--- src/rtl/rot_arb_ctrl_pkg.sv ---
// rtl/rot_arb_ctrl_pkg.sv - shared encodings and defaults for the rotate arbiter/sequencer
package rot_arb_ctrl_pkg;

  localparam int WIDTH_DEF = 8;
  localparam int CNT_W_DEF = 3;

  localparam logic ID_A = 1'b0;
  localparam logic ID_B = 1'b1;

  typedef enum logic [1:0] {
    ST_IDLE = 2'd0,
    ST_LOAD = 2'd1,
    ST_ROT  = 2'd2,
    ST_DONE = 2'd3
  } state_t;

endpackage

--- src/rtl/rot_arb_ctrl_rr_arb2.sv ---
// rtl/rot_arb_ctrl_rr_arb2.sv - two-way round-robin arbiter with last-winner memory
module rr_arb2
  import rot_arb_ctrl_pkg::*;
(
  input  logic clk,
  input  logic rst,
  input  logic req_a,
  input  logic req_b,
  input  logic take,
  output logic win_valid,
  output logic win_id
);

  logic last_id;

  // Winner select: a lone requester wins, on a tie the one that did not win last time
  always_comb begin
    win_valid = req_a | req_b;
    win_id    = ID_A;
    if (req_a && req_b) begin
      win_id = ~last_id;
    end else if (req_b) begin
      win_id = ID_B;
    end
  end

  // Remember the most recent winner; reset favours A on the first tie
  always_ff @(posedge clk) begin
    if (rst) begin
      last_id <= ID_B;
    end else if (take && win_valid) begin
      last_id <= win_id;
    end
  end

endmodule

--- src/rtl/rot_arb_ctrl.sv ---
// rtl/rot_arb_ctrl.sv - arbitrates two requesters and sequences the mux/register/rotator datapath
module rot_arb_ctrl
  import rot_arb_ctrl_pkg::*;
#(
  parameter int WIDTH = WIDTH_DEF,
  parameter int CNT_W = CNT_W_DEF
) (
  input  logic             clk,
  input  logic             rst,
  input  logic             req_a,
  input  logic             dir_a,
  input  logic [CNT_W-1:0] cnt_a,
  input  logic             req_b,
  input  logic             dir_b,
  input  logic [CNT_W-1:0] cnt_b,
  output logic             gnt_a,
  output logic             gnt_b,
  output logic             sel,
  output logic             r_l,
  output logic             ld,
  output logic             rot_en,
  input  logic [WIDTH-1:0] rot_q,
  output logic [WIDTH-1:0] res,
  output logic             res_valid,
  output logic             res_id,
  output logic             busy
);

  state_t           state;
  state_t           state_nxt;
  logic [CNT_W-1:0] rem;
  logic             win_valid;
  logic             win_id;
  logic             arb_take;

  // Arbitration only happens in IDLE, so the winner memory advances once per operation
  assign arb_take = (state == ST_IDLE);

  rr_arb2 u_arb (
    .clk       (clk),
    .rst       (rst),
    .req_a     (req_a),
    .req_b     (req_b),
    .take      (arb_take),
    .win_valid (win_valid),
    .win_id    (win_id)
  );

  // State register
  always_ff @(posedge clk) begin
    if (rst) begin
      state <= ST_IDLE;
    end else begin
      state <= state_nxt;
    end
  end

  // Next-state and strobes decoded from state; sel doubles as the owner id of the operation
  always_comb begin
    state_nxt = state;
    ld        = 1'b0;
    rot_en    = 1'b0;
    gnt_a     = 1'b0;
    gnt_b     = 1'b0;
    busy      = (state != ST_IDLE);
    case (state)
      ST_IDLE: begin
        if (win_valid) begin
          state_nxt = ST_LOAD;
        end
      end
      ST_LOAD: begin
        ld    = 1'b1;
        gnt_a = (sel == ID_A);
        gnt_b = (sel == ID_B);
        state_nxt = (rem == '0) ? ST_DONE : ST_ROT;
      end
      ST_ROT: begin
        rot_en = 1'b1;
        if (rem <= CNT_W'(1)) begin
          state_nxt = ST_DONE;
        end
      end
      ST_DONE: begin
        state_nxt = ST_IDLE;
      end
      default: begin
        state_nxt = ST_IDLE;
      end
    endcase
  end

  // Operation fields latched at the arbitration edge, rotate countdown and result capture
  always_ff @(posedge clk) begin
    if (rst) begin
      sel       <= 1'b0;
      r_l       <= 1'b0;
      rem       <= '0;
      res       <= '0;
      res_valid <= 1'b0;
      res_id    <= 1'b0;
    end else begin
      res_valid <= 1'b0;
      case (state)
        ST_IDLE: begin
          if (win_valid) begin
            sel <= win_id;
            r_l <= (win_id == ID_B) ? dir_b : dir_a;
            rem <= (win_id == ID_B) ? cnt_b : cnt_a;
          end
        end
        ST_ROT: begin
          rem <= rem - 1'b1;
        end
        ST_DONE: begin
          res       <= rot_q;
          res_id    <= sel;
          res_valid <= 1'b1;
        end
        default: begin
        end
      endcase
    end
  end

endmodule

--- config.mk ---
export PLATFORM = sky130hd
export DESIGN_NAME = rot_arb_ctrl
export DESIGN_NICKNAME = d
export VERILOG_FILES = /design/src/rtl/rot_arb_ctrl_pkg.sv /design/src/rtl/rot_arb_ctrl_rr_arb2.sv /design/src/rtl/rot_arb_ctrl.sv
export SDC_FILE = /design/constraint.sdc
export NUM_CORES = 1
export LEC_CHECK = 0
export CAP_MARGIN = 20
export CORE_MARGIN = 2
export CORE_UTILIZATION = 40
export CTS_BUF_LIST = sky130_fd_sc_hd__clkbuf_8
export DETAILED_ROUTE_END_ITERATION = 7
export PLACE_DENSITY = 0.88
export SLEW_MARGIN = 15
export SYNTH_ARGS = -nofsm -noshare
export SYNTH_HDL_FRONTEND = slang
export SYNTH_SLANG_ARGS = --single-unit
export TNS_END_PERCENT = 5
--- constraint.sdc ---
create_clock -name clk -period 1.6 [get_ports clk]
set_clock_uncertainty 0.1 [all_clocks]
set_input_delay 0.24 -clock clk [delete_from_list [all_inputs] [get_ports clk]]
set_output_delay 0.24 -clock clk [all_outputs]
set_load 0.01 [all_outputs]
==> impl_metrics.toml <==
[cts]
root_buffer = "clkbuf_8"
cts_inserted_buffers = 3
cts_tree = "yes"
ctsHoldBuffers = 0
path_clk_slew_ps = 70
clkSinkCount = 18
cts_buffer_depth = 2
htreeDepth = 1
clock_latency_ps = 260

[die]
die-area_sq_um = 2710
rows = 17
start_util_pct = 42.1
core-area_sq_um = 2190
fp.dieW_microns = 52.0
ios = 37
die_y_microns = 52.0

[worst_setup_path]
crit_path_max_fanout = 7
timing.rr.end = "rem[2]"
setup.worst_path.start_class = "flop"
r2r-start = "state[0]"
end_kind = "flop"
cp.required_ps = 1630
startpoint = "state[0]"
reg2reg_depth = 6
critPathKind = "flop to flop"
cp.arrival_ps = 1590
reg2reg_slack_ps = 40

[routing]
drc = 0
routedWlPerCell_microns = 13.6
routed_wl_microns = 2350
drtIter0Drc = 13
dr.pass1.iters = 4
drt-vias-per-instance = 5.03
ant_nets = 0
vias = 871

[sta]
hold_viol = 0
finalSetupViolCount = 0
maxSlewViolCount = 0
max_slew_margin_pct = 76.4
grt_setup_unrepaired = "yes"
max_slew.worst_pin.slew_ps = 353
fin_crit_sh_pct = 97.6
fmaxAchievable_mhz = 641
worst_slack_ps = 38.8
fin_crit_ps = 1560

[synthesis]
syn_nets = 125
synthArstFlopShare_pct = 0
muxShareOfSynthArea_pct = 11.9
synthFlopType = "dfxtp_1"
ys_seq_area_share_pct = 39.1
yosysTopAreaCellShare_pct = 39.1
synth_simple_gate_area_share_pct = 17.1
synth_most_common_cell = "dfxtp_1"
ys_ff_latch = 18
synth-compound-area-share_pct = 16.4
synthAdderAreaFrac_pct = 9.50
yosys_warnings = 0
avgSynthCellArea_sq_um = 9.41
synth-xor-area-share_pct = 0
yosysUniqueCellTypes = 35
synth_top_family_by_area = "simple AND/OR/NAND/NOR gates"
synth_cells = 98
yosys-top-cells-count = "18 x dfxtp_1, 11 x mux2i_1, 11 x nor2_1, 7 x ha_1, 7 x inv_1"
netlist_top_cells_area = "dfxtp_1 39%, mux2i_1 12%, ha_1 9.5%"
syn_area_sq_um = 922
synth_edf_count = 0
synth_area_leader_cell = "dfxtp_1"

[global_route]
met2_usage_pct = 33.1
grtUsageTotal_pct = 19.4
grt_pass1_vias = 862
antenna_found_initial = 0
grt_busiest_layer = "met2"
grt_max_degree = 11
globalRoute.totalOverflow = 0
use_met1_pct = 24.6
grt.met3_usage_pct = 2.01
grt_pass1_wl_microns = 3840

[place]
place_ws_ps = -247
port_buffers = 36
place_hpwl_microns = 1830
dp_cells = 169
globalplace.congestion = 0.757

[pwr]
peakVddDrop_uv = 1050
leakage_nw = 0.602
total_power_mw = 2.20
powerDensity_nw_per_um2 = 1500

[final_layout]
area_growth_pct = 59.4
fin_cells = 173
finish.utilization_pct = 67.1
nets = 173
antennaDiodeCount = 0
drive_above_1_share_pct = 18.6

[run_status]
status = "completed"

[run]
drv_cap = 0

[min_path]
hp-start = "req_b"
hp-class = "input port to flop"
whs_path_depth = 2
holdPathEnd = "u_arb.last_id"
[cells in the final DEF (no fill, tap or decap), types with 3 or more instances in the layout]
cell and instances:
nor2_1 11, mux2i_1 11, dfxtp_1 15, clkbuf_8 4, nand2_1 3, o21ai_1 4, nand3b_1 3, inv_1 5
ha_1 5, dfxtp_2 3, buf_4 12, nand3_1 3, clkdlybuf4s50_1 30
[worst max-delay path, cell delays in order (launching register included)]
cell      delay (ps)
dfxtp_2          360
inv_4             80
ha_4             140
or3b_4           420
nand4b_1         120
o21a_1           130
a31oi_1           90
[cell type report]
cell class	instances	area [sq um]
fill	168	721
multi-input combinational	68	534
timing repair buffer	48	453
sequential	18	364
clock buffer	4	55.1
tap	28	35.0
inverter	7	28.8
[state kept, by name, summed over array words and instances (netlist names)]
register / count
res: 8
rem: 3
state: 2
r_l: 1
res_id: 1
res_valid: 1
sel: 1
u_arb.last_id: 1
[per-layer routing]
layer  vias to the layer above  part of all wire, %
li1                        431                    -
met1                       411                   43
met2                        25                   51
met3                         4                  4.1
met4                         0                  1.5
met5                         -                    0
[per-stage QoR]
step	hold slack [ps]	area [sq um]	setup TNS (ps)
6_report	240	1470	0
5_1_grt	262	1470	-20.4
4_1_cts	381	1460	-158
3_5_place_dp	370	1390	-1150
3_3_place_gp	359	1390	-715
2_1_floorplan	279	935	0
[worst max-delay path by stage]
stage,end,cells past startpoint
6_report,rem[2],6
5_1_grt,rem[2],6
4_1_cts,rot_en,3
3_5_place_dp,rem[0],5
3_3_place_gp,rem[2],5
2_1_floorplan,rem[2],7
[cell families after synthesis]
kind of cell | after synthesis
compound gates | 20
buf+inv | 12
fa+ha+maj | 7
flops | 18
mux | 11
simple gates | 30
[timing repair]
action,in CTS,in global routing
endpoints found under the setup margin,10,7
pin swaps,0,0
setup buffers,0,0
resized for setup,11,8
[power breakdown]
group	internal, mW	switching (mW)
logic	0.622	0.536
registers	0.565	0.0998
clock network	0.219	0.162
No activity file was read; power rests on OpenSTA's default activity.
